`config.mk`:
```
export PLATFORM = sky130hd
export DESIGN_NAME = field_sequencer
export DESIGN_NICKNAME = d
export VERILOG_FILES = /design/src/rtl/field_pkg.sv /design/src/rtl/field_addr_gen.sv /design/src/rtl/field_sequencer.sv
export SDC_FILE = /design/constraint.sdc
export NUM_CORES = 1
export LEC_CHECK = 0
export BUFFER_PORTS_ARGS = -buffer_cell sky130_fd_sc_hd__buf_2
export CORE_ASPECT_RATIO = 1.2
export CORE_MARGIN = 10
export CORE_UTILIZATION = 47
export DETAILED_ROUTE_END_ITERATION = 16
export GPL_ROUTABILITY_DRIVEN = 0
export PLACE_DENSITY_LB_ADDON = 0.05
export SLEW_MARGIN = 15
export SYNTH_ARGS = -nofsm -noshare
export SYNTH_HDL_FRONTEND = slang
export SYNTH_SLANG_ARGS = --single-unit
```
`constraint.sdc`:
```
create_clock -name clk -period 4.25 [get_ports clk]
set_input_delay 0.2125 -clock clk [delete_from_list [all_inputs] [get_ports clk]]
set_output_delay 0.2125 -clock clk [all_outputs]
set_load 0.02 [all_outputs]
```
`src/rtl/field_pkg.sv`:
```
// Shared types and helpers for the vector-field frame sequencer.
package field_pkg;

    localparam int unsigned DEFAULT_COMP_W = 32;

    // One RAM entry at the default component width, xn in the MSBs.
    typedef struct packed {
        logic [DEFAULT_COMP_W-1:0] xn;
        logic [DEFAULT_COMP_W-1:0] yn;
        logic [DEFAULT_COMP_W-1:0] mag;
    } field_entry_t;

    typedef enum logic [2:0] {
        IDLE,
        FILL,
        START,
        WAIT_DONE,
        WAIT_FRAME
    } seq_state_t;

    // Counter width that never collapses to zero bits for degenerate sizes.
    function automatic int unsigned clog2_min1(input int unsigned n);
        return (n > 1) ? $clog2(n) : 1;
    endfunction

endpackage

```
`src/rtl/field_addr_gen.sv`:
```
// Column/row/address walker for one field fill, plus the per-column magnitude
// ramp built from an accumulator (no multiplier).
module field_addr_gen
    import field_pkg::*;
#(
    parameter int unsigned FIELD_WIDTH  = 8,
    parameter int unsigned FIELD_HEIGHT = 6,
    parameter int unsigned COMP_W       = DEFAULT_COMP_W,
    parameter int unsigned MAG_STEP     = 0,
    parameter int unsigned ADDR_W       = 6
) (
    input  logic              clk,
    input  logic              rst,
    input  logic              clear,
    input  logic              advance,
    input  logic [COMP_W-1:0] mag_seed,
    output logic [ADDR_W-1:0] addr,
    output logic [COMP_W-1:0] mag,
    output logic              last
);

    localparam int unsigned       COL_W    = clog2_min1(FIELD_WIDTH);
    localparam int unsigned       ROW_W    = clog2_min1(FIELD_HEIGHT);
    localparam logic [COL_W-1:0]  COL_LAST = COL_W'(FIELD_WIDTH - 1);
    localparam logic [ROW_W-1:0]  ROW_LAST = ROW_W'(FIELD_HEIGHT - 1);
    localparam logic [COMP_W-1:0] STEP     = COMP_W'(MAG_STEP);

    logic [COL_W-1:0]  col_q, col_d;
    logic [ROW_W-1:0]  row_q, row_d;
    logic [ADDR_W-1:0] addr_q, addr_d;
    logic [COMP_W-1:0] acc_q, acc_d;
    logic [COMP_W-1:0] base_q, base_d;

    // Next-state for the walker: clear loads the base magnitude, advance steps one cell.
    always_comb begin
        col_d  = col_q;
        row_d  = row_q;
        addr_d = addr_q;
        acc_d  = acc_q;
        base_d = base_q;
        if (clear) begin
            col_d  = '0;
            row_d  = '0;
            addr_d = '0;
            acc_d  = mag_seed;
            base_d = mag_seed;
        end else if (advance) begin
            addr_d = addr_q + ADDR_W'(1);
            if (col_q == COL_LAST) begin
                col_d = '0;
                acc_d = base_q;
                row_d = (row_q == ROW_LAST) ? '0 : row_q + ROW_W'(1);
            end else begin
                col_d = col_q + COL_W'(1);
                acc_d = acc_q + STEP;
            end
        end
    end

    // Walker state registers.
    always_ff @(posedge clk or posedge rst) begin
        if (rst) begin
            col_q  <= '0;
            row_q  <= '0;
            addr_q <= '0;
            acc_q  <= '0;
            base_q <= '0;
        end else begin
            col_q  <= col_d;
            row_q  <= row_d;
            addr_q <= addr_d;
            acc_q  <= acc_d;
            base_q <= base_d;
        end
    end

    assign addr = addr_q;
    assign mag  = acc_q;
    assign last = (col_q == COL_LAST) && (row_q == ROW_LAST);

endmodule

```
`src/rtl/field_sequencer.sv`:
```
// Frame-level controller: fills the vector-field RAM, kicks the line renderer,
// waits for its done and paces the next frame on frame_tick.
// Optional watchdog on the renderer wait: define FIELD_SEQ_TIMEOUT_EN.
module field_sequencer
    import field_pkg::*;
#(
    parameter int unsigned FIELD_WIDTH  = 8,
    parameter int unsigned FIELD_HEIGHT = 6,
    parameter int unsigned COMP_W       = DEFAULT_COMP_W,
    parameter int unsigned MAG_STEP     = 0,
    parameter int unsigned FRAME_CNT_W  = 16,
    parameter int unsigned TIMEOUT_CYC  = 1000000,
    localparam int unsigned FIELD_SIZE  = FIELD_WIDTH * FIELD_HEIGHT,
    localparam int unsigned FIELD_ADDRW = $clog2(FIELD_SIZE),
    localparam int unsigned FIELD_DATAW = 3 * COMP_W
) (
    input  logic                   clk,
    input  logic                   rst,
    input  logic                   run,
    input  logic                   step,
    input  logic                   frame_tick,
    input  logic [COMP_W-1:0]      seed_xn,
    input  logic [COMP_W-1:0]      seed_yn,
    input  logic [COMP_W-1:0]      seed_mag,
    output logic                   field_we,
    output logic [FIELD_ADDRW-1:0] field_addr,
    output logic [FIELD_DATAW-1:0] field_data,
    output logic                   draw_start,
    input  logic                   draw_done,
    output logic                   busy,
    output logic [FRAME_CNT_W-1:0] frame_count,
    output logic                   timeout
);

    seq_state_t state_q, state_d;

    logic                   pend_q, pend_d;
    logic [FRAME_CNT_W-1:0] fc_q, fc_d;
    logic                   busy_q;
    logic [COMP_W-1:0]      xn_q, yn_q;
    logic                   fill_enter;
    logic                   wd_expired;

    logic [FIELD_ADDRW-1:0] gen_addr;
    logic [COMP_W-1:0]      gen_mag;
    logic                   gen_last;

    field_addr_gen #(
        .FIELD_WIDTH  (FIELD_WIDTH),
        .FIELD_HEIGHT (FIELD_HEIGHT),
        .COMP_W       (COMP_W),
        .MAG_STEP     (MAG_STEP),
        .ADDR_W       (FIELD_ADDRW)
    ) u_addr_gen (
        .clk      (clk),
        .rst      (rst),
        .clear    (fill_enter),
        .advance  (state_q == FILL),
        .mag_seed (seed_mag),
        .addr     (gen_addr),
        .mag      (gen_mag),
        .last     (gen_last)
    );

`ifdef FIELD_SEQ_TIMEOUT_EN
    localparam int unsigned     WD_W    = clog2_min1(TIMEOUT_CYC + 1);
    localparam logic [WD_W-1:0] WD_LAST = WD_W'(TIMEOUT_CYC - 1);

    logic [WD_W-1:0] wd_q, wd_d;
    logic            timeout_q, timeout_d;

    assign wd_expired = (wd_q == WD_LAST);

    // Watchdog counts cycles spent in WAIT_DONE; the flag is sticky until reset.
    always_comb begin
        wd_d      = (state_q == WAIT_DONE) ? wd_q + WD_W'(1) : '0;
        timeout_d = timeout_q;
        if ((state_q == WAIT_DONE) && !draw_done && wd_expired) begin
            timeout_d = 1'b1;
        end
    end

    // Watchdog registers.
    always_ff @(posedge clk or posedge rst) begin
        if (rst) begin
            wd_q      <= '0;
            timeout_q <= 1'b0;
        end else begin
            wd_q      <= wd_d;
            timeout_q <= timeout_d;
        end
    end

    assign timeout = timeout_q;
`else
    logic unused_timeout_cfg;

    assign unused_timeout_cfg = (TIMEOUT_CYC == 0);
    assign wd_expired         = 1'b0;
    assign timeout            = 1'b0;
`endif

    // Next-state, pending-tick and frame-count logic.
    always_comb begin
        state_d = state_q;
        pend_d  = pend_q;
        fc_d    = fc_q;
        case (state_q)
            IDLE: begin
                pend_d = 1'b0;
                if (run || step) begin
                    state_d = FILL;
                end
            end
            FILL: begin
                if (frame_tick) begin
                    pend_d = 1'b1;
                end
                if (gen_last) begin
                    state_d = START;
                end
            end
            START: begin
                if (frame_tick) begin
                    pend_d = 1'b1;
                end
                state_d = WAIT_DONE;
            end
            WAIT_DONE: begin
                if (frame_tick) begin
                    pend_d = 1'b1;
                end
                if (draw_done) begin
                    fc_d    = fc_q + FRAME_CNT_W'(1);
                    state_d = run ? WAIT_FRAME : IDLE;
                end else if (wd_expired) begin
                    state_d = IDLE;
                end
            end
            WAIT_FRAME: begin
                if (!run) begin
                    state_d = IDLE;
                end else if (frame_tick || pend_q) begin
                    state_d = FILL;
                    pend_d  = 1'b0;
                end
            end
            default: state_d = IDLE;
        endcase
    end

    // Seeds and counters restart on every entry into FILL.
    assign fill_enter = (state_d == FILL) && (state_q != FILL);

    // Control state registers.
    always_ff @(posedge clk or posedge rst) begin
        if (rst) begin
            state_q <= IDLE;
            pend_q  <= 1'b0;
            fc_q    <= '0;
            busy_q  <= 1'b0;
        end else begin
            state_q <= state_d;
            pend_q  <= pend_d;
            fc_q    <= fc_d;
            busy_q  <= (state_d != IDLE);
        end
    end

    // Seed latch: seed changes mid-frame are invisible until the next fill.
    always_ff @(posedge clk or posedge rst) begin
        if (rst) begin
            xn_q <= '0;
            yn_q <= '0;
        end else if (fill_enter) begin
            xn_q <= seed_xn;
            yn_q <= seed_yn;
        end
    end

    assign field_we    = (state_q == FILL);
    assign field_addr  = field_we ? gen_addr : '0;
    assign field_data  = field_we ? {xn_q, yn_q, gen_mag} : '0;
    assign draw_start  = (state_q == START);
    assign busy        = busy_q;
    assign frame_count = fc_q;

endmodule

```
==> flow_metrics.tcl, run 1 <==
set metrics [dict create \
    hold_path.class "in -> reg" \
    ys_types 38 \
    postCtsHoldBufs 22 \
    final-setup-viol-count 0 \
    r2r_cells 5 \
    synth_top_family_by_area "multiplexers" \
    rsz0062_at_grt "false" \
    critical_path_arrival_ns 2.69 \
    antenna_found_initial 1 \
    area_growth_pct 27.7 \
    slowest_delay_ns 0.64 \
    synth_top_area_cell "dfrtp_1" \
    cts_setup_buffers 0 \
    clockBufferDepth 2 \
    postSynthCellCount 646 \
    critPathKind "reg -> out" \
    max_slew_margin_pct 39.2 \
    finClkSkew_ns 0.00985 \
    totalWireLength_um 18600 \
    r2r_end "u_addr_gen.base_q[5]" \
    synth_flop_cell "dfrtp_1" \
    synth_area_sq_um 7460 \
    synth_xor_area_share_pct 2.00 \
    synth-simple-area-share_pct 18.3 \
    synth_mux_area_share_pct 19.6 \
    crit_family "buffers and inverters" \
    clock.fmax_ghz 0.345 \
    die_x_um 135 \
    power_frac_comb_pct 43.3 \
    synth_edf_count 0 \
    cts_root_buf "clkbuf_16" \
    post_cts_resized 0 \
    drv_cap 0 \
    yosysWarnings 0 \
    critPathLaunch "state_q[2]" \
    r2r_slack_ns 1.60 \
    vias_per_cell 4.98 \
    multiInputGateArea_sq_um 3200 \
    fp.dieH_um 158 \
    power.switching_w 0.00273 \
    critPathSlowestCell "inv_2" \
    synth_top_area_share_pct 54.0 \
    htree_levels 4 \
    yosysSeqAreaShare_pct 54.0 \
    initial_core_util_pct 47.9 \
    cp-end-kind "output pin" \
    yosys-top-cells-area "dfrtp_1, mux2_2, and2_1, mux2_1, nand2_1" \
    critPathLaunchType "flip-flop" \
    ir_drop_mv 0.424 \
    clkSinkCount 161 \
    port_buffers 222 \
    fillers 1290 \
    dpl_worst_slack_ns 1.56 \
    ys_top_cells_by_count "dfrtp_1, nand2_1, and2_1" \
    first_pass_iters 4 \
    dieArea_sq_um 21300 \
    path_max_fanout 50 \
    overflow 0 \
    seqPwrFrac_pct 35.4 \
    cts_tree "built" \
    core_sq_um 15600 \
    yosysMostFrequentCell "dfrtp_1" \
    p_per_area_nw_per_um2 763 \
    syn_nets 752 \
    maxSlewViolCount 0 \
    vias 5482 \
    finalHoldViolations 0 \
    synthAdderAreaFrac_pct 0.671 \
    dp_hpwl_um 12900 \
    path_cells "inv_1, nand3_1, inv_2, buf_4, and2_1, buf_2" \
    grt_pass1_wl_um 30200 \
    ant_nets 0 \
    drt_iter0_markers 348 \
    layout.cells.non_filler 1100 \
    switching_share_pct 37.5 \
    drive_gt1_share_pct 39.8 \
    worst_pin_slew_ns 0.912 \
    synth_compound_area_share_pct 1.83 \
    postSynthRegisterBits 161 \
    grt_pass1_vias 6038 \
    drc 0 \
    fin_crit_ns 2.90 \
    p_int_w 0.00454 \
    cts_buffers 17 \
    final_nets 984 \
    placed_cells 1044 \
    grt_usage_pct 17.7 \
    timing.final.ws_setup_ns 1.35 \
    power.share.clock_pct 21.2 \
    crit_end "field_data[50]" \
    crit_required_ns 4.04 \
    synthArstFlopShare_pct 100 \
    io_pins 224 \
    worst-path-buf-inv 4 \
    path_depth 6 \
    regArea_sq_um 4030 \
    avgSynthCellArea_sq_um 11.5 \
    p_leak_nw 4.68 \
    post-route-util_pct 61.1 \
    rows 50 \
    timing.final.crit_share_pct 68.2 \
    clk_latency_ns 0.42 \
    setup_tns_ns 0 \
    r2r_start "state_q[2]" \
    clkTransAtPathRegs_ns 0.06 \
    routedWlPerCell_um 16.9 \
    status "complete, no violations" \
    grt_max_degree 162 \
]
## cell usage in the layout, fill, tap and decap left out, types with 4 or more instances in the layout
cell           count
and2_1           103
clkbuf_16         17
nand2_1          118
clkinv_2           4
or3_1              5
nand4_1            5
o21ai_0            9
nand3_1            7
xnor2_1            9
buf_2            222
nor2_1             9
dlygate4sd3_1     23
mux2_2            86
dfrtp_1          161
xor2_1             8
buf_4              6
mux2_1            41
inv_1              5
ha_1               4
nor3_1             6
## power groups by stage
stage	logic [W]	clock network, W	registers (W)
2_1_floorplan	0.00223	0	0.00249
3_3_place_gp	0.00311	0	0.00255
3_5_place_dp	0.00319	0	0.00259
4_1_cts	0.00322	0.00159	0.00258
5_1_grt	0.00347	0.00167	0.00267
6_report	0.00315	0.00154	0.00257
## stage by stage
step / power [W] / area [sq um] / hold WS (ns)
5_1_grt: 0.00780 / 9520 / 0.00185
3_5_place_dp: 0.00578 / 8690 / 0.434
2_1_floorplan: 0.00472 / 7460 / 0.302
4_1_cts: 0.00738 / 9510 / 0.0000885
3_3_place_gp: 0.00566 / 8690 / 0.429
6_report: 0.00727 / 9520 / 0.0193
## worst reg2reg max path: stages, from the launching register on
cell and delay, ns:
dfrtp_1 0.51, and4b_1 0.36, a22o_1 0.31, a221oi_4 0.22
buf_4 0.69, mux2_2 0.46
## registers in the layout (all words and copies together), names as in the netlist
signal / cells
busy: 1
frame_count: 16
pend_q: 1
state_q: 3
u_addr_gen.addr: 6
u_addr_gen.base_q: 32
u_addr_gen.col_q: 3
u_addr_gen.mag: 32
u_addr_gen.row_q: 3
xn_q: 32
yn_q: 32
## final cells by class
cell class              count  area share, %
diodes                      1         0.0263
clock buffers              22           4.87
clock inverters            10           1.41
inverters                   7          0.315
multi-input cells         439           33.6
flip-flops and latches    161           42.3
well taps                 208           2.73
repair buffers            252           14.8
## logic make-up after synthesis
| group | after synthesis |
|---|---|
| muxes | 129 |
| DFF | 161 |
| AOI/OAI and AO/OA | 20 |
| and+or+nand+nor | 268 |
| buffers and inverters | 46 |
| adders and majority gates | 4 |
| other | 1 |
| xor gates and xnor gates | 17 |
## routing by layer
| layer | vias to the layer above | wire, um | track usage (%) | part of all wire (%) |
|---|---|---|---|---|
| met5 | - | 0 | 0 | 0 |
| met2 | 150 | 9690 | 31.0 | 52 |
| met4 | 0 | 309 | 6.78 | 1.7 |
| met3 | 22 | 1490 | 7.42 | 8.0 |
| li1 | 2606 | - | - | - |
| met1 | 2704 | 7150 | 18.5 | 38 |
## worst min-delay path by stage
stage,start,to,slack (ns),cells past startpoint
finish,seed_mag[0],u_addr_gen.mag[0],0.02,2
global placement,seed_yn[11],yn_q[11],0.43,2
global route,seed_xn[25],xn_q[25],0.002,2
CTS,seed_yn[26],yn_q[26],0.00009,2
floorplan,run,pend_q,0.30,1
detailed placement,seed_yn[12],yn_q[12],0.43,2
Note: power is estimated with default switching activity, not from simulation.
==> inputs of run 2 (changes only) <==
- clock period: 4.25 -> 2.4 ns (I/O delays scaled with it)
==> run 2 against run 1 <==
First-iteration DRC count is 24% lower. Hold slack better by 0.040 ns. Routed wire length rose by 5.8%. Global-route usage up 0.99 points. Count of clock-buffer cells in the layout decreased by 1. Clock power increased by 79%. Critical path depth fell by 1. Register-to-register slack got worse by 1.5 ns. Via count grew 6.4%. Cell area rose by 9.8%. Largest power group unchanged.
==> flow_metrics.tcl, run 2 (same netlist as run 1, synthesis figures left out) <==
set metrics [dict create \
    status "complete, no violations" \
    critical_path_arrival_ns 2.61 \
    grt_pass1_wl_um 32000 \
    drc 0 \
    finClkSkew_ns 0.0100 \
    cts_root_buf "clkbuf_16" \
    r2r_end "u_addr_gen.base_q[6]" \
    p_leak_nw 5.08 \
    fp.dieH_um 158 \
    fin_area_sq_um 10500 \
    drt_iter0_markers 266 \
    cts_buffers 17 \
    rows 50 \
    clkSinkCount 161 \
    vias 5832 \
    overflow 0 \
    totalWireLength_um 19700 \
    crit_required_ns 2.70 \
    power.switching_w 0.00490 \
    first_pass_iters 6 \
    hold_ws_ns 0.0596 \
    critPathLaunchType "flip-flop" \
    grt_usage_pct 18.7 \
    setup_tns_ns 0 \
    maxSlewViolCount 0 \
    clock.fmax_ghz 0.434 \
    ant_nets 0 \
    drive_gt1_share_pct 37.5 \
    power_frac_comb_pct 44.1 \
    core_sq_um 15600 \
    dieArea_sq_um 21300 \
    power.share.clock_pct 21.0 \
    timing.final.crit_share_pct 96.0 \
    critPathLaunch "state_q[0]" \
    timing.final.ws_setup_ns 0.0960 \
    placed_area_sq_um 8860 \
    dpl_worst_slack_ns 0.0937 \
    r2r_slack_ns 0.1 \
    fin_crit_ns 2.30 \
    rsz0062_at_grt "true" \
    seqPwrFrac_pct 34.9 \
    cts_tree "built" \
    worst_pin_slew_ns 0.579 \
    final-setup-viol-count 0 \
    placed_cells 1054 \
    critPathKind "reg -> reg" \
    layout.cells.non_filler 1185 \
    slowest_delay_ns 0.46 \
    antenna_found_initial 2 \
    htree_levels 4 \
    mostFrequentLayoutCells "buf_2, dfrtp_1, nand2_1" \
    cp-end-kind "flip-flop" \
    grt_max_degree 103 \
    r2r_cells 5 \
    r2r_start "state_q[0]" \
    path_max_fanout 58 \
    path_depth 5 \
    clkTransAtPathRegs_ns 0.06 \
    final_common_cell "buf_2" \
    area_growth_pct 40.2 \
    drv_cap 0 \
    finalHoldViolations 0 \
    path_cells "and2_1, a2111o_1, a221oi_4, buf_12, mux2_2" \
    clockBufferDepth 2 \
    worst-path-buf-inv 1 \
    p_per_area_nw_per_um2 1250 \
    holdPathEnd "pend_q" \
    switching_share_pct 37.4 \
    critPathSlowestCell "dfrtp_1" \
    routedWlPerCell_um 16.6 \
    crit_family "compound AO/OA/AOI/OAI gates" \
    max_slew_margin_pct 61.4 \
    worstHoldPathCells 3 \
    clk_latency_ns 0.42 \
    die_x_um 135 \
    port_buffers 222 \
    holdCritStartpoint "frame_tick" \
    dp_hpwl_um 13200 \
    vias_per_cell 4.92 \
    grt_pass1_vias 6511 \
    initial_core_util_pct 47.9 \
    ir_drop_mv 0.910 \
    p_int_w 0.00820 \
    io_pins 224 \
    hold_path.class "in -> reg" \
    cts_setup_buffers 0 \
    final_nets 1069 \
]
-- run 2: changes by cell type in the layout (fill, tap and decap cells not counted) --
cell	change
clkbuf_1	-2
buf_8	+1
diode_2	+1
dlygate4sd3_1	+75
buf_4	+2
clkbuf_8	+1
buf_12	+7
-- run 2: timing repair --
action | in CTS | in global routing
gates resized for setup | 1 | 2
hold buffers | 98 | 0
gates cloned | 0 | 0
hold endpoints to repair | 290 | 0
setup endpoints to repair | 38 | 30
-- run 2: power by group through the flow --
stage | logic [W] | clock network [W] | registers [W]
after floorplan | 0.00394 | 0 | 0.00442
after global placement | 0.00557 | 0 | 0.00452
after detailed placement | 0.00571 | 0 | 0.00460
after CTS | 0.00587 | 0.00283 | 0.00456
after global routing | 0.00634 | 0.00295 | 0.00473
final | 0.00578 | 0.00275 | 0.00457
-- run 2: worst max path at each step --
stage,to,slack [ns]
after global placement,u_addr_gen.base_q[23],0.14
after CTS,u_addr_gen.base_q[6],0.08
after global routing,u_addr_gen.base_q[23],-0.009
final,u_addr_gen.base_q[6],0.1
after detailed placement,u_addr_gen.base_q[6],0.09
after floorplan,u_addr_gen.base_q[0],0.23
-- run 2: per-layer routing --
layer	track usage, %	vias to the layer above	wire, um
met2	32.8	164	10300
met4	7.55	0	416
met1	20.4	2862	7670
li1	-	2773	-
met5	0	-	0
met3	6.21	33	1360
-- run 2: final cells by class --
| cell class | count | area (sq um) |
|---|---|---|
| Clock inverter | 10 | 134 |
| Timing Repair Buffer | 337 | 2330 |
| Inverter | 7 | 30.0 |
| Multi-Input combinational cell | 439 | 3200 |
| Antenna cell | 2 | 5.00 |
| Clock buffer | 21 | 470 |
| Fill cell | 1194 | 5120 |
| Sequential cell | 161 | 4030 |
| Tap cell | 208 | 260 |
-- run 2: worst reg2reg max path: cells and delay by family, from the launching register on --
kind	cells	cell delay, ns
mux	1	0.41
flops	1	0.46
buf+inv	1	0.34
compound gates	2	0.78
simple gates	1	0.20
-- run 2: through the flow --
stage               power [W]  utilization (%)
finish                 0.0131             67.1
global route           0.0140             67.1
CTS                    0.0133             67.1
detailed placement     0.0103             56.9
global placement       0.0101             56.9
floorplan             0.00836                -
